[src/rtl/alu_pkg.sv]
`default_nettype none
// ============================================================================
// alu_pkg : shared types and constants for the ALU arbiter slice
// Revision 1.0
// ============================================================================
package alu_pkg;

    localparam int ALU_OP_W = 18;
    localparam int ALU_DW   = 32;

    typedef enum logic [1:0] {
        ST_IDLE = 2'd0,
        ST_EXEC = 2'd1,
        ST_RESP = 2'd2
    } state_t;

    typedef logic id_t;

    function automatic id_t other_id(input id_t id);
        return ~id;
    endfunction

endpackage
`default_nettype wire

[src/rtl/alu_arbiter_if.sv]
`default_nettype none
// ============================================================================
// alu_arbiter_if : request and response channels between issue logic and arbiter
// Revision 1.0
// ============================================================================
interface alu_arbiter_if #(
    parameter int OP_W = 18,
    parameter int DW   = 32
);
    import alu_pkg::*;

    logic [1:0]      req_valid;
    logic [1:0]      req_ready;
    logic [OP_W-1:0] req_op0;
    logic [OP_W-1:0] req_op1;
    logic [DW-1:0]   req_a0;
    logic [DW-1:0]   req_a1;
    logic [DW-1:0]   req_b0;
    logic [DW-1:0]   req_b1;
    logic            rsp_valid;
    logic            rsp_ready;
    id_t             rsp_id;
    logic [DW-1:0]   rsp_data;

    modport master (
        output req_valid, req_op0, req_op1, req_a0, req_a1, req_b0, req_b1, rsp_ready,
        input  req_ready, rsp_valid, rsp_id, rsp_data
    );

    modport slave (
        input  req_valid, req_op0, req_op1, req_a0, req_a1, req_b0, req_b1, rsp_ready,
        output req_ready, rsp_valid, rsp_id, rsp_data
    );

endinterface
`default_nettype wire

[src/rtl/alu_arbiter_rr_arb2.sv]
`default_nettype none
// ============================================================================
// rr_arb2 : two-input round-robin grant with a one-bit priority pointer
// Revision 1.0
// ============================================================================
module rr_arb2
    import alu_pkg::*;
(
    input  wire logic       clk,
    input  wire logic       rst_n,
    input  wire logic [1:0] req,
    input  wire logic       update,
    output logic      [1:0] grant,
    output id_t             grant_id
);

    id_t r_prio;

    // The pointer only matters on a tie; a lone requester always wins.
    always_comb begin
        grant_id = r_prio;
        case (req)
            2'b01:   grant_id = 1'b0;
            2'b10:   grant_id = 1'b1;
            default: grant_id = r_prio;
        endcase
    end

    assign grant = (req == 2'b00) ? 2'b00 : (grant_id ? 2'b10 : 2'b01);

    always_ff @(posedge clk or negedge rst_n) begin
        if (!rst_n) begin
            r_prio <= 1'b0;
        end else if (update && (req != 2'b00)) begin
            r_prio <= other_id(grant_id);
        end
    end

endmodule
`default_nettype wire

[src/rtl/alu_arbiter.sv]
`default_nettype none
// ============================================================================
// alu_arbiter : shares one combinational ALU between two requesters
// Revision 1.0
// ============================================================================
module alu_arbiter
    import alu_pkg::*;
#(
    parameter int ALU_LAT = 1,
    parameter int OP_W    = ALU_OP_W,
    parameter int DW      = ALU_DW
) (
    input  wire logic            clk,
    input  wire logic            rst_n,
    alu_arbiter_if.slave         bus,
    output logic      [OP_W-1:0] alu_op,
    output logic      [DW-1:0]   alu_in1,
    output logic      [DW-1:0]   alu_in2,
    input  wire logic [DW-1:0]   alu_out,
    output logic                 busy,
    output logic      [15:0]     done_cnt
);

    localparam logic [3:0] c_lat_init = 4'(ALU_LAT - 1);

    state_t          r_state;
    logic [3:0]      r_lat_cnt;
    id_t             r_id;
    logic [OP_W-1:0] r_alu_op;
    logic [DW-1:0]   r_alu_in1;
    logic [DW-1:0]   r_alu_in2;
    logic [DW-1:0]   r_rsp_data;
    logic            r_rsp_valid;
    logic            r_busy;
    logic [15:0]     r_done_cnt;

    logic [1:0]      w_grant;
    id_t             w_grant_id;
    logic            w_accept;
    logic [OP_W-1:0] w_sel_op;
    logic [DW-1:0]   w_sel_a;
    logic [DW-1:0]   w_sel_b;

    assign w_accept = (r_state == ST_IDLE) && (bus.req_valid != 2'b00);

    rr_arb2 u_arb (
        .clk      (clk),
        .rst_n    (rst_n),
        .req      (bus.req_valid),
        .update   (w_accept),
        .grant    (w_grant),
        .grant_id (w_grant_id)
    );

    // Gated by rst_n so no requester sees an accept while reset is held.
    assign bus.req_ready = (rst_n && (r_state == ST_IDLE)) ? w_grant : 2'b00;

    assign w_sel_op = w_grant_id ? bus.req_op1 : bus.req_op0;
    assign w_sel_a  = w_grant_id ? bus.req_a1  : bus.req_a0;
    assign w_sel_b  = w_grant_id ? bus.req_b1  : bus.req_b0;

    always_ff @(posedge clk or negedge rst_n) begin
        if (!rst_n) begin
            r_state     <= ST_IDLE;
            r_lat_cnt   <= 4'd0;
            r_id        <= 1'b0;
            r_alu_op    <= '0;
            r_alu_in1   <= '0;
            r_alu_in2   <= '0;
            r_rsp_data  <= '0;
            r_rsp_valid <= 1'b0;
            r_busy      <= 1'b0;
            r_done_cnt  <= 16'd0;
        end else begin
            case (r_state)
                ST_IDLE: begin
                    if (w_accept) begin
                        r_alu_op  <= w_sel_op;
                        r_alu_in1 <= w_sel_a;
                        r_alu_in2 <= w_sel_b;
                        r_id      <= w_grant_id;
                        r_lat_cnt <= c_lat_init;
                        r_busy    <= 1'b1;
                        r_state   <= ST_EXEC;
                    end
                end
                ST_EXEC: begin
                    if (r_lat_cnt == 4'd0) begin
                        r_rsp_data  <= alu_out;
                        r_rsp_valid <= 1'b1;
                        r_state     <= ST_RESP;
                    end else begin
                        r_lat_cnt <= r_lat_cnt - 4'd1;
                    end
                end
                ST_RESP: begin
                    if (bus.rsp_ready) begin
                        r_rsp_valid <= 1'b0;
                        r_busy      <= 1'b0;
                        r_done_cnt  <= r_done_cnt + 16'd1;
                        r_state     <= ST_IDLE;
                    end
                end
                default: begin
                    r_state <= ST_IDLE;
                end
            endcase
        end
    end

    assign alu_op        = r_alu_op;
    assign alu_in1       = r_alu_in1;
    assign alu_in2       = r_alu_in2;
    assign bus.rsp_valid = r_rsp_valid;
    assign bus.rsp_id    = r_id;
    assign bus.rsp_data  = r_rsp_data;
    assign busy          = r_busy;
    assign done_cnt      = r_done_cnt;

endmodule
`default_nettype wire

[src/flat_wrapper.sv]
// flat-port wrapper written by rule: the top's interface ports become plain ports
module alu_arbiter_flat import alu_pkg::*;
#(
    parameter int ALU_LAT = 1,
    parameter int OP_W    = ALU_OP_W,
    parameter int DW      = ALU_DW
)
  (clk, rst_n, alu_op, alu_in1, alu_in2, alu_out, busy, done_cnt, bus_req_valid, bus_req_op0, bus_req_op1, bus_req_a0, bus_req_a1, bus_req_b0, bus_req_b1, bus_rsp_ready, bus_req_ready, bus_rsp_valid, bus_rsp_id, bus_rsp_data);
  alu_arbiter_if #(.OP_W(OP_W), .DW(DW)) bus_i ();
  input  wire logic clk;
  input  wire logic rst_n;
  output logic      [OP_W-1:0] alu_op;
  output logic      [DW-1:0] alu_in1;
  output logic      [DW-1:0] alu_in2;
  input  wire logic [DW-1:0] alu_out;
  output logic busy;
  output logic      [15:0] done_cnt;
  input wire logic [$bits(bus_i.req_valid)-1:0] bus_req_valid;
  input wire logic [$bits(bus_i.req_op0)-1:0] bus_req_op0;
  input wire logic [$bits(bus_i.req_op1)-1:0] bus_req_op1;
  input wire logic [$bits(bus_i.req_a0)-1:0] bus_req_a0;
  input wire logic [$bits(bus_i.req_a1)-1:0] bus_req_a1;
  input wire logic [$bits(bus_i.req_b0)-1:0] bus_req_b0;
  input wire logic [$bits(bus_i.req_b1)-1:0] bus_req_b1;
  input wire logic [$bits(bus_i.rsp_ready)-1:0] bus_rsp_ready;
  output wire logic [$bits(bus_i.req_ready)-1:0] bus_req_ready;
  output wire logic [$bits(bus_i.rsp_valid)-1:0] bus_rsp_valid;
  output wire logic [$bits(bus_i.rsp_id)-1:0] bus_rsp_id;
  output wire logic [$bits(bus_i.rsp_data)-1:0] bus_rsp_data;
  assign bus_i.req_valid = bus_req_valid;
  assign bus_i.req_op0 = bus_req_op0;
  assign bus_i.req_op1 = bus_req_op1;
  assign bus_i.req_a0 = bus_req_a0;
  assign bus_i.req_a1 = bus_req_a1;
  assign bus_i.req_b0 = bus_req_b0;
  assign bus_i.req_b1 = bus_req_b1;
  assign bus_i.rsp_ready = bus_rsp_ready;
  assign bus_req_ready = bus_i.req_ready;
  assign bus_rsp_valid = bus_i.rsp_valid;
  assign bus_rsp_id = bus_i.rsp_id;
  assign bus_rsp_data = bus_i.rsp_data;
  alu_arbiter #(.ALU_LAT(ALU_LAT), .OP_W(OP_W), .DW(DW)) u_core (.clk(clk), .rst_n(rst_n), .bus(bus_i), .alu_op(alu_op), .alu_in1(alu_in1), .alu_in2(alu_in2), .alu_out(alu_out), .busy(busy), .done_cnt(done_cnt));
endmodule
[config.mk]
export PLATFORM = sky130hd
export DESIGN_NAME = alu_arbiter_flat
export DESIGN_NICKNAME = d
export VERILOG_FILES = /design/src/rtl/alu_pkg.sv /design/src/rtl/alu_arbiter_if.sv /design/src/rtl/alu_arbiter_rr_arb2.sv /design/src/rtl/alu_arbiter.sv /design/src/flat_wrapper.sv
export SDC_FILE = /design/constraint.sdc
export NUM_CORES = 1
export LEC_CHECK = 0
export ABC_AREA = 1
export ABC_CLOCK_PERIOD_IN_PS = 1600
export CORE_MARGIN = 4
export CORE_UTILIZATION = 40
export CTS_CLUSTER_DIAMETER = 40
export DETAILED_ROUTE_END_ITERATION = 12
export HOLD_SLACK_MARGIN = 0.03
export PLACE_DENSITY = 0.9
export SETUP_SLACK_MARGIN = 0.1
export SYNTH_ARGS = -nofsm -noshare
export SYNTH_HDL_FRONTEND = slang
export SYNTH_HIERARCHICAL = 1
export SYNTH_SLANG_ARGS = --single-unit
[constraint.sdc]
create_clock -name clk -period 1.6 [get_ports clk]
set_input_delay 0.32 -clock clk [delete_from_list [all_inputs] [get_ports clk]]
set_output_delay 0.32 -clock clk [all_outputs]
set_load 0.01 [all_outputs]
==> out/summary.txt <==
setup_tns -> -0.155 ns
Die W -> 134 um
RSZ-0062 raised after global routing -> yes
vias in the first global route -> 6706
setup slack, reg-to-reg -> -0.12 ns
Post-Syn Nets -> 959
Setup Skew -> 0.00786 ns
# DRC -> 0
Cell Area, Synth -> 6340 sq um
Port Buffers -> 335
Seq. cell area -> 3510 sq um
Worst Path Buf+Inv -> 4
CP delay by family, top -> buffers and inverters
total wire length -> 26.1 mm
Layout area overhead -> 76.9%
crit path launch type -> flop
largest net degree at the start of global routing -> 141
#FFs+latches synth -> 140
CP max stage delay -> 0.39 ns
dpl hpwl -> 16.3 mm
CTS tree -> built
routed via count -> 7007
Max FO, Critical Path -> 10
Slowest-stage cell, CP -> dfrtp_1
H-tree depth -> 4
GR Overflow Total -> 0
post-synthesis cell count -> 752
crit-path cells -> nand2_4 -> buf_4 -> buf_6 -> nand2_8 -> buf_12 -> clkbuf_16 -> nand2_1 -> a31oi_1
clock tree root driver cell -> clkbuf_16
nets -> 1332
Final Max Tran Viols -> 0
post-synth top area share -> 0.553
Distinct cells, synth -> 27
period utilization -> 1.07
initial antenna violation count -> 1
sequential fraction of the synthesis area -> 0.553
Pre-Repair DR Iteration Count -> 5
Overall Global Routing Usage -> 0.244
Site Rows -> 45
hold violation count in the final report -> 0
Synth area leader -> dfrtp_1
Antenna Nets Post-Route -> 0
starting density of the core -> 0.412
core footprint -> 15400 sq um
I/O pins -> 336
Worst VDD drop -> 935 uV
Placed Area -> 9970 sq um
Synthesis Warnings -> 6
Avg Cell Area, Syn -> 8.43 sq um
worst path arrival time -> 2.01 ns
Reg clk slew, reported paths -> 0.06 ns
DR iter-0 viols -> 515
post-route cell area -> 11200 sq um
Worst-Skew Late Latency -> 0.42 ns
multi-input gate area in the final layout -> 2510 sq um
Crit Path Class -> flop to flop
CTS Sinks -> 140
die area -> 17900 sq um
status -> complete, but fails checks
worst slew pin tran -> 0.818 ns
vias per cell -> 5.20
setup violators final -> 3
Required @ worst endpoint -> 1.89 ns
filler instances -> 1087
HP Class -> input pin to asynchronous set/reset pin
CP endpoint kind -> flop
# placed instances -> 1281
Max Freq -> 582 MHz
first-pass GRT wire length -> 34.2 mm
share of cells above drive strength 1 -> 0.130
final non-filler cell total -> 1347
MaxCap Viol Count -> 0
setup ws final -> -0.117 ns
PD cells -> 1760 nW/um^2
Leak -> 5.23 nW
Slew headroom -> 0.455
Final min period -> 1.72 ns
WL per Instance -> 19.4 um
failing checks -> setup timing
Final GP Congestion -> 0.863
n_diodes -> 0
synth top area cells -> dfrtp_1, nand2_1, a31oi_1
CTS Buf Count -> 17
clk buf depth -> 2
die height -> 134 um
==> placed cells by master, fill, tap and decap left out, types with 9 or more instances in the layout <==
cell type,netlist,layout
o21ai_0,33,33
inv_1,51,48
buf_4,1,26
nand3_1,11,11
nand2_1,248,220
dfrtp_1,140,138
clkbuf_16,0,29
nor2_1,106,102
clkdlybuf4s50_1,0,197
nand2_2,1,25
buf_12,0,9
dlygate4sd2_1,0,133
a31oi_1,82,80
==> cells by family after synthesis <==
logic type               count (synthesis)  synth area share
AND/OR/NAND/NOR                        377             0.232
flip-flops                             140             0.553
AO/OA/AOI/OAI                          122             0.113
buffers and inverters                   96            0.0746
XOR/XNOR                                11            0.0152
adder cells (fa/ha/maj)                  6            0.0118
==> cells in the mapped netlist <==
| cell | n |
|---|---|
| buf_4 | 1 |
| inv_2 | 2 |
| nor2_1 | 106 |
| clkbuf_2 | 1 |
| dfrtp_1 | 140 |
| nand2_1 | 248 |
| nor2_2 | 3 |
| o22ai_1 | 1 |
| buf_8 | 1 |
| clkbuf_1 | 18 |
| nand3_2 | 1 |
| a31oi_1 | 82 |
| nand2_2 | 1 |
| buf_6 | 11 |
| ha_1 | 6 |
| xnor2_1 | 8 |
| nand3_1 | 11 |
| a21oi_1 | 1 |
| xor2_1 | 3 |
| inv_1 | 51 |
| o21ai_1 | 4 |
| nand4_1 | 4 |
| nor2_4 | 2 |
| o21ai_2 | 1 |
| nand3b_1 | 1 |
| buf_2 | 11 |
| o21ai_0 | 33 |
==> where the power goes <==
group	switching (W)	leakage (nW)	internal, W
Clock	0.00154	0.305	0.00279
Combinational	0.00504	3.28	0.00432
Sequential	0.000867	1.64	0.00517
Total	0.00745	5.23	0.0123
==> state kept, by name, summed over array words and instances, names as in the netlist <==
name	flops
u_core/alu_in1	32
u_core/alu_in2	32
u_core/alu_op	18
u_core/bus.rsp_data	32
u_core/bus.rsp_id	1
u_core/bus.rsp_valid	1
u_core/busy	1
u_core/done_cnt	16
u_core/r_lat_cnt	4
u_core/r_state	2
u_core/u_arb/r_prio	1
==> stage by stage <==
| step | setup slack, ns | hold slack [ns] | utilization | total power (W) |
|---|---|---|---|---|
| floorplan | 0.0921 | 0.0244 | - | 0.0103 |
| global placement | -0.829 | 0.466 | 0.649 | 0.0147 |
| detailed placement | -0.905 | 0.466 | 0.649 | 0.0150 |
| CTS | -0.0417 | 0.0665 | 0.684 | 0.0183 |
| global route | -0.123 | 0.0766 | 0.730 | 0.0208 |
| finish | -0.117 | 0.000631 | 0.730 | 0.0197 |
==> final timing paths <==
kind / start / endpoint / cells past startpoint
setup / recovery: u_core/u_arb/r_prio / u_core/alu_op[5] / 8
min in group clk: alu_out[7] / u_core/bus.rsp_data[7] / 3
hold reg to reg: u_core/bus.rsp_valid / u_core/bus.rsp_valid / 2
max in group asynchronous: rst_n / u_core/r_lat_cnt[0] / 2
setup reg to reg: u_core/u_arb/r_prio / u_core/alu_op[5] / 8
hold / removal: rst_n / u_core/done_cnt[7] / 2
==> final cells by class <==
type                    count  share of cell area
clock buffers              19              0.0395
clock inverters            11              0.0172
inverters                  53              0.0205
multi-input cells         516               0.224
flip-flops and latches    140               0.313
well taps                 211              0.0235
repair buffers            396               0.362
repair inverters            1            0.000558
==> worst reg2reg max path, stage by stage, from the launching register on <==
cell	delay, ns
dfrtp_1	0.39
nand2_4	0.08
buf_4	0.14
buf_6	0.12
nand2_8	0.14
buf_12	0.15
clkbuf_16	0.15
nand2_1	0.10
a31oi_1	0.33
==> what timing repair did <==
action,4_1_cts,5_1_grt
endpoints found under the hold margin,0,0
endpoints found under the setup margin,218,65
setup buffers,8,9
pin swaps,8,38
gates resized for setup,160,66
cloned,0,19
hold buffers,0,0
==> layer usage <==
metal	vias up	share of wire	global-route usage
li1	3174	-	-
met1	3310	0.35	0.256
met2	436	0.51	0.439
met3	85	0.10	0.0998
met4	2	0.042	0.0874
met5	-	0.00046	0
Power figures use the tool's default switching activity.
